File: src/rtl/prog_clk_divider.sv
// Multi-channel programmable clock divider: each channel toggles clk_out every H[c] enabled cycles.
// Optional macro PROG_CLK_DIVIDER_TICK_EN adds a registered per-channel toggle pulse output.
module prog_clk_divider #(
    parameter int          NUM_CH       = 4,
    parameter int          CNT_WIDTH    = 26,
    parameter int unsigned DEFAULT_HALF = 2**25,
    localparam int         CH_W         = (NUM_CH > 1) ? $clog2(NUM_CH) : 1
) (
    input  logic                 clk_100mhz,
    input  logic                 rst,
    input  logic [NUM_CH-1:0]    en,
    input  logic                 sync_all,
    input  logic                 wr_en,
    input  logic [CH_W-1:0]      wr_ch,
    input  logic [CNT_WIDTH-1:0] wr_half,
    output logic [NUM_CH-1:0]    clk_out
`ifdef PROG_CLK_DIVIDER_TICK_EN
    ,
    output logic [NUM_CH-1:0]    tick
`endif
);

    localparam logic [CNT_WIDTH-1:0] DEF_HALF = CNT_WIDTH'(DEFAULT_HALF);
    localparam logic [CNT_WIDTH-1:0] ONE      = CNT_WIDTH'(1);

    logic [CNT_WIDTH-1:0] half_q [NUM_CH];
    logic [CNT_WIDTH-1:0] half_d [NUM_CH];
    logic [CNT_WIDTH-1:0] cnt_q  [NUM_CH];
    logic [CNT_WIDTH-1:0] cnt_d  [NUM_CH];
    logic [NUM_CH-1:0]    clk_out_q;
    logic [NUM_CH-1:0]    clk_out_d;
    logic [NUM_CH-1:0]    tick_d;
    logic                 wr_valid;

    // Out-of-range channel indices (possible when NUM_CH is not a power of two) are dropped.
    assign wr_valid = wr_en && (int'(wr_ch) < NUM_CH);

    always_comb begin
        half_d    = half_q;
        cnt_d     = cnt_q;
        clk_out_d = clk_out_q;
        tick_d    = '0;
        for (int c = 0; c < NUM_CH; c++) begin
            // A restart (write or sync) takes precedence over a wrap, so it never toggles.
            if (sync_all || (wr_valid && (int'(wr_ch) == c))) begin
                if (wr_valid && (int'(wr_ch) == c)) begin
                    half_d[c] = wr_half;
                end
                cnt_d[c]     = '0;
                clk_out_d[c] = 1'b0;
            end else if (half_q[c] == '0) begin
                cnt_d[c]     = '0;
                clk_out_d[c] = 1'b0;
            end else if (en[c]) begin
                if (cnt_q[c] == half_q[c] - ONE) begin
                    cnt_d[c]     = '0;
                    clk_out_d[c] = ~clk_out_q[c];
                    tick_d[c]    = 1'b1;
                end else begin
                    cnt_d[c] = cnt_q[c] + ONE;
                end
            end
        end
    end

    always_ff @(posedge clk_100mhz) begin
        if (rst) begin
            half_q    <= '{default: DEF_HALF};
            cnt_q     <= '{default: '0};
            clk_out_q <= '0;
        end else begin
            half_q    <= half_d;
            cnt_q     <= cnt_d;
            clk_out_q <= clk_out_d;
        end
    end

    assign clk_out = clk_out_q;

`ifdef PROG_CLK_DIVIDER_TICK_EN
    logic [NUM_CH-1:0] tick_q;

    always_ff @(posedge clk_100mhz) begin
        if (rst) begin
            tick_q <= '0;
        end else begin
            tick_q <= tick_d;
        end
    end

    assign tick = tick_q;
`else
    logic unused_tick;
    assign unused_tick = ^tick_d;
`endif

endmodule

File: config.mk
export PLATFORM = sky130hd
export DESIGN_NAME = prog_clk_divider
export DESIGN_NICKNAME = d
export VERILOG_FILES = /design/src/rtl/prog_clk_divider.sv
export SDC_FILE = /design/constraint.sdc
export NUM_CORES = 1
export LEC_CHECK = 0
export ABC_AREA = 1
export CAP_MARGIN = 20
export CORE_MARGIN = 1
export CORE_UTILIZATION = 35
export CTS_CLUSTER_DIAMETER = 40
export CTS_CLUSTER_SIZE = 20
export DETAILED_ROUTE_END_ITERATION = 12
export PLACE_DENSITY_LB_ADDON = 0.08
export SYNTH_ARGS = -nofsm -noshare
export SYNTH_HDL_FRONTEND = slang
export SYNTH_SLANG_ARGS = --single-unit
File: constraint.sdc
create_clock -name clk_100mhz -period 2.8 [get_ports clk_100mhz]
set_input_delay 0.56 -clock clk_100mhz [delete_from_list [all_inputs] [get_ports clk_100mhz]]
set_output_delay 0.56 -clock clk_100mhz [all_outputs]
set_load 0.02 [all_outputs]
; ---- Word level (Yosys, flattened, before mapping)
; Cells that the tools add are included.
[totals]
register_bits = 212
input_bits = 36
out_inout_bits = 4
word_cells = 60
[classes]
n_addsub = 8
eq_ne = 7
muxes = 4
n_bitwise = 4
n_reduce_logical = 25
[op_table]
columns = cell, n
row1 = "adder 26 x 1 -> 26 bit, second input constant", 4
row2 = equality test 26 bit, 4
row3 = zero test 26 bit, 4
row4 = 2-to-1 mux 26 bit, 4
row5 = "subtractor 26 x 1 -> 26 bit, second input constant", 4
row6 = AND reduction 2 bit, 8
row7 = OR reduction 3 bit, 4
row8 = "equality test 2 bit, second input constant", 2
row9 = logical AND 1 bit, 4
row10 = logical OR 1 bit, 4
row11 = NOT 1 bit, 4
row12 = "equality test 2 x 1 -> 1 bit, second input constant", 1
row13 = zero test 2 bit, 1

; ---- Logic depth before layout (Yosys ltp)
; Gate-level depths: netlist of run 1.
[depth]
depth_word = 4
ltp_mapped = 18
ltp_nobuf = 17

; ---- Worst setup path after synthesis of run 1
; No wires, ideal clock.
[synth_path]
path_type = register to register
start = register half_q[78] in the netlist's numbering
end = register cnt_q[82] in the netlist's numbering
setup_time_ns = 0.119
arrival_time_ns = 1.922
required_time_ns = 2.681
slack_ns = 0.760
path_stages_with_launch = 15
path_buffers = 1
synth_period_minus_slack_ns = 2.040
path_cell_list = dfxtp_1 inv_1 ha_1 nand4_1 nor2_4 nand2_1 nor2_1 o21ai_0 nor2_1 nand3_1 nor2_2 nand3_2 nand2_4 buf_12 nor2_2
[synth_via]
elab_chain_cells = 3
word_cells_on_any_way = 5
cone_classes = add/sub (1) / eq/ne (1) / mux (1) / reduce/logical (2)
[synth_lines]
columns = item, line_no
row1 = start: declaration, 26  ; logic [CNT_WIDTH-1:0] half_q [NUM_CH];
row2 = start signal: assignment, 72  ; half_q <= half_d;
row3 = subtractor 26 x 1 -> 26 bit, 55  ; if (cnt_q[c] == half_q[c] - ONE) begin
row4 = equality test 26 bit, 55
row5 = 2-to-1 mux 26 bit, 55
row6 = end signal: assignment, 73  ; cnt_q <= cnt_d;
row7 = end: declaration, 28  ; logic [CNT_WIDTH-1:0] cnt_q [NUM_CH];
; Several ways; a longest one is shown, not always the timed one.
; A chain may end at the register's enable or synchronous reset.

; ---- Worst setup path after layout of run 1
[layout_path]
start = register half_q[78] in the netlist's numbering
end = register cnt_q[98] in the netlist's numbering
; Same word-level chain as after synthesis.

==> impl.org, run 1 <==
** Outcome
- Result of the run :: finished clean

** Clock tree
- Post-CTS clock slew at the launch and capture registers of the worst setup and hold paths :: 0.05 ns
- Clock tree from TritonCTS :: yes
- No sink is reached through more buffers than the 3 on the longest clock path.
- The H-tree generated during clock tree synthesis spans 2 levels.
- Clock sinks :: ~210
- Clock latency on the worst-skew pair, taken at its later pin, is between 0.5 and 0.6 ns.
- The number of clock buffers added by TritonCTS is 41.
- Master cell of the clock root buffer :: sky130_fd_sc_hd__clkbuf_16

** Floorplanning
- The die is approximately 200 microns tall.
- FP Rows :: 70
- The total area inside the core boundary comes to roughly 0.037 sq mm.
- The die is just under 200 microns wide.
- I/O pins :: 40
- Initial standard-cell utilization of the core :: 35.68%
- Area of the die :: 0.03819 sq mm

** Timing
- Measured against its own limit, the worst slew margin works out to 62.30%.
- Clock period minus final worst setup slack :: 2.488 ns
- Slew Viols, Final :: 0
- Of the available clock period, the critical path in the final layout requires about nine tenths.
- Clock Skews :: between 0.015 and 0.02 ns
- Peak Freq :: ~400 MHz
- RSZ-0062 raised after global routing :: false
- The number of endpoints with negative hold slack in the final report is 0.
- Setup-failing EPs final :: 0
- On the final layout, the worst hold slack is around 0.48 ns.
- Setup total negative slack on the finished layout was measured at 0 ns.
- For the pin with the worst max-slew slack, the measured transition is about 0.56 ns.

** Final layout
- Number of diodes added for antenna fixing :: 0
- The multi-input combinational cells in the finished layout cover a total of 0.007846 sq mm.
- The filler cells instantiated in the layout total ~3.8k.
- Net count, final :: 2107
- Layout cell share with drive strength beyond 1 :: slightly above 8%
- Leaving out fill and tap cells, the most frequent cells in the layout are 435 x sky130_fd_sc_hd__nor2_1, 399 x sky130_fd_sc_hd__nand2_1, 212 x sky130_fd_sc_hd__dfxtp_1.
- Signed area change from the synthesized netlist to the final layout :: 18.42%
- With fillers left out, the area of the finished cells amounts to roughly 0.016 sq mm.
- Once layout is complete, the cells apart from fillers number 2562.
- Registers take approximately 0.0042 sq mm.
- Commonest non-fill, non-tap cell in the layout :: sky130_fd_sc_hd__nor2_1

** Yosys
- Yosys mapped a number of flops with a built-in enable equal to 0.
- Number of synthesized register bits :: roughly 210
- Synthesis instantiated 43 different standard cells from the library.
- The Yosys step of the flow raised 0 warnings.
- For this run, asynchronously set or reset flops after synthesis account for 0%.
- The number of nets in the synthesized netlist is a little over 2k.
- sky130_fd_sc_hd__dfxtp_1 takes more of the synthesized area than any other cell.
- Cell area after synthesis :: 0.01309 sq mm
- By area the synthesized netlist is led by sky130_fd_sc_hd__dfxtp_1 32%, sky130_fd_sc_hd__nor2_1 12%, sky130_fd_sc_hd__nand2_1 11%.
- Average instance area after synthesis :: 6.533 sq um
- For this run, the leading register cell type out of synthesis is sky130_fd_sc_hd__dfxtp_1.
- Yosys top cell area share :: about a third
- Synthesis handed over a netlist of between 2k and 2.5k instances.
- Sequential cells were found to cover between 30% and 40% of the synthesized design area.

** Setup path
- Critical path buffer and inverter count :: 2
- Crit. Startpoint :: half_q[78]
- The slowest stage of the critical path is the sky130_fd_sc_hd__nor2_1 cell.
- For the worst flop-to-flop path, the logic depth is 14.
- Endpoint arrival time on the critical path :: ~2.9 ns
- Stage delay of the slowest cell on the critical path :: roughly 0.37 ns
- The critical path goes through inv_1 > ha_1 > nand3_1 > nor2_1 > nand3_1 > nand2_1 > nand3_1 > nor2_1 > nand2_1 > nor2_2 > nand3_2 > nand2_4 > buf_12 > nor2_1.
- In this run the worst path has a maximum fanout of 13.
- Worst path required time :: about 3.2 ns
- Critical path start-end classification :: reg -> reg
- The worst setup path is launched from a flop.
- Type of destination of the critical path :: flop
- The worst register-to-register path begins at half_q[78].
- Crit. path cell count :: 14
- In this design, the largest share of critical-path delay is due to simple AND/OR/NAND/NOR gates.

** Placement
- Cell area after placement :: between 0.01 and 0.015 sq mm
- Weighted congestion reported at the end of routability-driven placement :: 0.8768
- The number of placed instances, taps included, is ~2.5k.
- Detailed placement ended at an HPWL of around 30 mm.
- Input and output buffers added on the ports amount to 39.

** Pwr
- For this design the ratio of total power to cell area is 642.7 mW/mm^2.
- For this design the static power due to leakage is between 6 and 7 nW.
- The worst-case IR drop observed on VDD is a little over 400 uV.

** Global route
- Global routing used 20.69% of the available tracks across all layers.
- The first global-routing pass estimated around 63 mm of wire.
- Number of antenna violations at the first check in global routing :: 0
- The via count of the first global-routing pass came to about 12k.
- Total congestion overflow :: 0
- Pin count of the biggest net entering global routing :: 104

** Detailed routing
- The first routing iteration left 670 violations.
- Residual DRC count :: 0
- Vias per inst :: 4.796
- Final wirelength :: roughly 39 mm
- In the final routed layout, each cell accounts on average for around 15 microns.
- Detailed routing inserted a total of 12.29k vias.
- The count of nets left with antenna violations once routing finished came out at 0.
- Router iterations before antenna repair :: 6

** Flow run
- The tool flagged a number of max-cap violations equal to 0.

** Min path
- Number of cells traversed by the worst hold path :: 2
- Class of the worst hold path :: reg -> reg
- In this run the most critical hold path is launched from half_q[1].
==> registers in the layout, indices dropped and copies added, names as in the netlist <==
register  count
cnt_q       104
half_q      104
clk_out       4
==> synthesized netlist by cell type, types with 2 or more instances <==
cell / count
sky130_fd_sc_hd__or2_2: 9
sky130_fd_sc_hd__nand3_1: 141
sky130_fd_sc_hd__nand2_4: 2
sky130_fd_sc_hd__nor2_2: 36
sky130_fd_sc_hd__clkbuf_1: 35
sky130_fd_sc_hd__o21ai_1: 3
sky130_fd_sc_hd__o22ai_1: 3
sky130_fd_sc_hd__buf_4: 4
sky130_fd_sc_hd__inv_2: 3
sky130_fd_sc_hd__nor4_1: 7
sky130_fd_sc_hd__and2_1: 2
sky130_fd_sc_hd__nand4_1: 52
sky130_fd_sc_hd__nand2_1: 399
sky130_fd_sc_hd__dfxtp_1: 212
sky130_fd_sc_hd__xor2_1: 119
sky130_fd_sc_hd__clkinv_1: 2
sky130_fd_sc_hd__nor2_4: 5
sky130_fd_sc_hd__buf_6: 4
sky130_fd_sc_hd__xnor2_1: 64
sky130_fd_sc_hd__and3_1: 4
sky130_fd_sc_hd__nand3b_1: 12
sky130_fd_sc_hd__o211ai_1: 3
sky130_fd_sc_hd__nor2_1: 435
sky130_fd_sc_hd__buf_2: 2
sky130_fd_sc_hd__nand2_2: 7
sky130_fd_sc_hd__a21oi_1: 62
sky130_fd_sc_hd__nor3_1: 20
sky130_fd_sc_hd__nor3b_1: 2
sky130_fd_sc_hd__o21bai_1: 6
sky130_fd_sc_hd__inv_1: 195
sky130_fd_sc_hd__ha_1: 8
sky130_fd_sc_hd__nand3_2: 5
sky130_fd_sc_hd__xnor3_1: 3
sky130_fd_sc_hd__nor3_2: 5
sky130_fd_sc_hd__buf_12: 2
sky130_fd_sc_hd__o21ai_0: 124
==> cells by family (layout without fill, tap and decap cells) <==
group,count (synthesis),count (layout),synth area share (%)
buffers and inverters,247,337,7.693
AND/OR/NAND/NOR,1148,1148,38.36
adder cells (fa/ha/maj),8,8,0.7646
AO/OA/AOI/OAI,203,203,8.008
XOR/XNOR,186,186,12.76
flip-flops,212,212,32.42
==> what timing repair did <==
action,CTS,global route
gates resized for setup,0,1
setup buffers,0,0
setup endpoints to repair,0,25
hold buffers,0,0
==> stage by stage <==
step | util (%) | setup slack [ns] | total power (W)
4_1_cts | 42.23 | 0.2917 | 0.01011
3_3_place_gp | 38.30 | 0.1937 | 0.004839
5_1_grt | 42.25 | 0.02393 | 0.01044
3_5_place_dp | 38.30 | 0.1977 | 0.004849
2_1_floorplan | - | 0.7597 | 0.004398
6_report | 42.25 | 0.3118 | 0.009964
==> where the power goes <==
group	switching (W)	internal, W
registers	0.000100	0.00311
clock network	0.00171	0.00345
logic	0.00104	0.000554
total	0.00285	0.00711
==> layer usage <==
metal | GRT usage, % | part of all wire, % | vias to the layer above
li1 | - | - | 6501
met1 | 27.52 | 49 | 5537
met2 | 33.92 | 45 | 196
met3 | 2.867 | 3.6 | 54
met4 | 7.699 | 2.8 | 0
met5 | 0 | 0 | -
==> final cells by class <==
cell class,instances,share of cell area (%)
Clock buffer,50,7.368
Clock inverter,24,1.945
Inverter,200,4.842
Multi-Input combinational cell,1545,50.61
Sequential cell,212,27.37
Tap cell,468,3.777
Timing Repair Buffer,63,4.084
==> path summary, 6_finish.rpt <==
check                            endpoint  slack (ns)
worst min-delay path            half_q[1]        0.48
worst min register to register  half_q[1]        0.48
worst max-delay path            cnt_q[98]        0.31
worst max register to register  cnt_q[98]        0.31
==> tightest hold or removal path: cells and delay by family (launching register included) <==
family | cells | cell delay [ns]
DFF | 1 | 0.29
buffers and inverters | 1 | 0.08
AOI/OAI and AO/OA | 1 | 0.06
Power figures use the tool's default switching activity.
==> run 2, diff against run 1 <==
- clock period: 2.8 -> 3.2 ns (I/O delays scaled with it)
==> impl.org, run 2 (synthesized netlist as in run 1, its figures left out) <==
** Detailed routing
- In the routed layout, each cell is associated on average with a via count of around 4.8.
- Residual DRC count :: 0
- Router iterations before antenna repair :: 5
- Iter 0 DRT Violations :: ~740
- Routed wire length per instance :: between 15 and 20 microns
- Overall via count from detail_route :: about 12k
- Antenna viol nets, final :: 0
- Summed over all layers, the routed wires come to 38.56 mm.

** Global route
- Entering global routing, the biggest net connects 46 pins.
- Number of antenna violations at the first check in global routing :: 0
- The first global-routing pass estimated about 63 mm of wire.
- Total global-route track usage :: roughly a fifth
- Global routing finished with a remaining overflow of 0.
- Number of global-route vias before repair :: between 10k and 15k

** Timing
- RSZ-0062 raised after global routing :: false
- Final count of hold timing violations :: 0
- Summed over all failing endpoints, the final setup total negative slack is 0 ns.
- Slew Viols, Final :: 0
- Post-layout worst setup margin :: a little over 0.5 ns
- Worst slew margin :: a little over two fifths
- Setup violations remaining at the end of the flow were counted as 0.
- Clock period minus final worst setup slack :: between 2 and 3 ns
- For the pin with the worst max-slew slack, the measured transition is just under 0.9 ns.
- Tightest hold margin :: 0.4845 ns
- Final worst path period share :: a little over four fifths
- Derived from the worst setup path, the maximum achievable clock frequency is around 370 MHz.
- Between clock sinks in the finished design, the worst skew comes to between 0.02 and 0.025 ns.

** Setup path
- Data arrives at the worst endpoint at between 3 and 4 ns.
- Crit path max fanout :: 25
- The critical path starts at half_q[26].
- Critical path start-end classification :: reg -> reg
- CP startpoint kind :: flop
- Worst path required time :: 3.62 ns
- Path depth of the worst reg2reg path :: 13
- The setup check on the worst reg-to-reg path leaves a slack of slightly above 0.5 ns.
- The worst register-to-register path begins at half_q[26].
- Type of destination of the critical path :: flop
- The endpoint identified for the worst register-to-register timing path is cnt_q[36].

** Pwr
- PnR Total Power :: around 0.0086 W
- Max VDD drop :: 348.2 uV
- Power density normalized to cell area :: 561.0 mW/mm^2
- Summed over all cells, the static leakage comes to 6.558 nW.

** Floorplanning
- Height of the chip :: 195.4 microns
- After floorplanning, the core was divided into 70 placement rows.
- Once the floorplan was initialized, standard cells occupied a little over a third of the core.
- I/O pins :: 40
- The die covers roughly 0.038 sq mm.
- Die width :: 195.4 microns
- The floorplan step defined a core boundary enclosing approximately 0.037 sq mm.

** Clock tree
- Clock tree from TritonCTS :: yes
- Clock latency of the later-clocked register in the worst-skew pair :: about 0.57 ns
- Gates resized during post-CTS repair numbered 0.
- Post-CTS clock slew at the launch and capture registers of the worst setup and hold paths :: roughly 0.050 ns
- Maximum level of the CTS H-tree :: 2
- Counting along the longest clock path gives a buffer depth of 3.
- Hold buffers post-CTS :: 0
- Total CTS buffers :: 40
- Buffers added to address setup during post-CTS repair amount to 0.
- The clock drives 212 sinks.
- Master cell of the clock root buffer :: sky130_fd_sc_hd__clkbuf_16

** Final layout
- Layout cell share with drive strength beyond 1 :: 7.921%
- Once layout is done, the placed cells without fillers occupy 0.01534 sq mm.
- Leaving out fill and tap cells, the most frequent cell in the layout is sky130_fd_sc_hd__nor2_1.
- Top library cells by usage in the layout, fill and taps aside :: 435 x sky130_fd_sc_hd__nor2_1, 399 x sky130_fd_sc_hd__nand2_1, 212 x sky130_fd_sc_hd__dfxtp_1
- The net count of the finished layout is between 2k and 2.5k.
- Fillers :: between 3k and 4k
- Compared with the post-synthesis result, the final layout area differs by 17.17%.
- The repair_antennas step left the layout with diodes totalling 0.

** Placement
- After legalization and detailed placement, the total HPWL measured slightly below 30 mm.
- The count of buffers added on input and output ports is 39.
- Prior to clock tree synthesis, the placed netlist has a worst setup slack of 0.3264 ns.
- Routability-driven placement finished with a final weighted congestion of approximately 0.84.
- In this run the cell area measured after placement is 0.01392 sq mm.

** Min path
- Startpoint of the worst hold path :: clk_out[2]
- For hold timing, the worst endpoint is clk_out[2].
- Number of cells traversed by the worst hold path :: 2
- Class of the worst hold path :: reg -> reg

** Flow run
- Max-cap violations :: 0

** Outcome
- Result of the run :: finished clean
[run 2: cell types whose count changed in the layout (fill, tap and decap cells not counted), sizes merged]
cell,delta
clkinv,-2
inv,+10
clkbuf,-7
buf,-11
clkinvlp,+1
bufinv,-2
[run 2: layout make-up]
type | instances | area [sq um] | area share [%]
Sequential cell | 212 | 4244 | 27.66
Clock buffer | 43 | 1042 | 6.794
Tap cell | 468 | 585.6 | 3.817
Clock inverter | 31 | 376.6 | 2.455
Timing Repair Buffer | 52 | 500.5 | 3.262
Multi-Input combinational cell | 1545 | 7841 | 51.11
Inverter | 200 | 750.7 | 4.894
[run 2: report_power, final]
part | leakage (nW) | total (W) | internal, W | switching, W
logic | 4.15 | 0.00137 | 0.000467 | 0.000902
registers | 1.72 | 0.00280 | 0.00271 | 0.0000877
clock network | 0.689 | 0.00444 | 0.00277 | 0.00167
[run 2: stage by stage]
| step | utilization, % | instances |
|---|---|---|
| 2_1_floorplan | - | 2004 |
| 3_3_place_gp | 37.94 | 2477 |
| 3_5_place_dp | 37.94 | 2477 |
| 4_1_cts | 41.80 | 2551 |
| 5_1_grt | 41.80 | 2551 |
| 6_report | 41.80 | 2551 |
[run 2: routing by layer]
metal | part of all wire (%) | routed length, microns | global-route usage [%]
met1 | 49 | 18800 | 27.72
met2 | 45 | 17200 | 33.77
met3 | 4.0 | 1530 | 3.040
met4 | 2.7 | 1028 | 7.524
met5 | 0 | 0 | 0
[run 2: worst max-delay path: stages, from the launching register on]
cell and delay [ns]:
sky130_fd_sc_hd__dfxtp_1 0.30, sky130_fd_sc_hd__inv_1 0.12, sky130_fd_sc_hd__ha_1 0.24, sky130_fd_sc_hd__nand2_1 0.14, sky130_fd_sc_hd__nor2_1 0.30, sky130_fd_sc_hd__nand3_1 0.19, sky130_fd_sc_hd__nand3_1 0.16, sky130_fd_sc_hd__nand3_1 0.08
sky130_fd_sc_hd__nor2_1 0.17, sky130_fd_sc_hd__nand2_1 0.09, sky130_fd_sc_hd__nor2_2 0.12, sky130_fd_sc_hd__nand4_1 0.13, sky130_fd_sc_hd__nand2_2 0.41, sky130_fd_sc_hd__nor2_1 0.08
[run 2: worst max path at each step]
stage                      to  slack [ns]  cells past startpoint
finish              cnt_q[36]        0.51                     13
global route        cnt_q[30]        0.15                     15
CTS                 cnt_q[51]        0.48                     13
detailed placement  cnt_q[77]        0.33                     11
global placement    cnt_q[77]        0.32                     11
floorplan           cnt_q[51]        1.09                     12
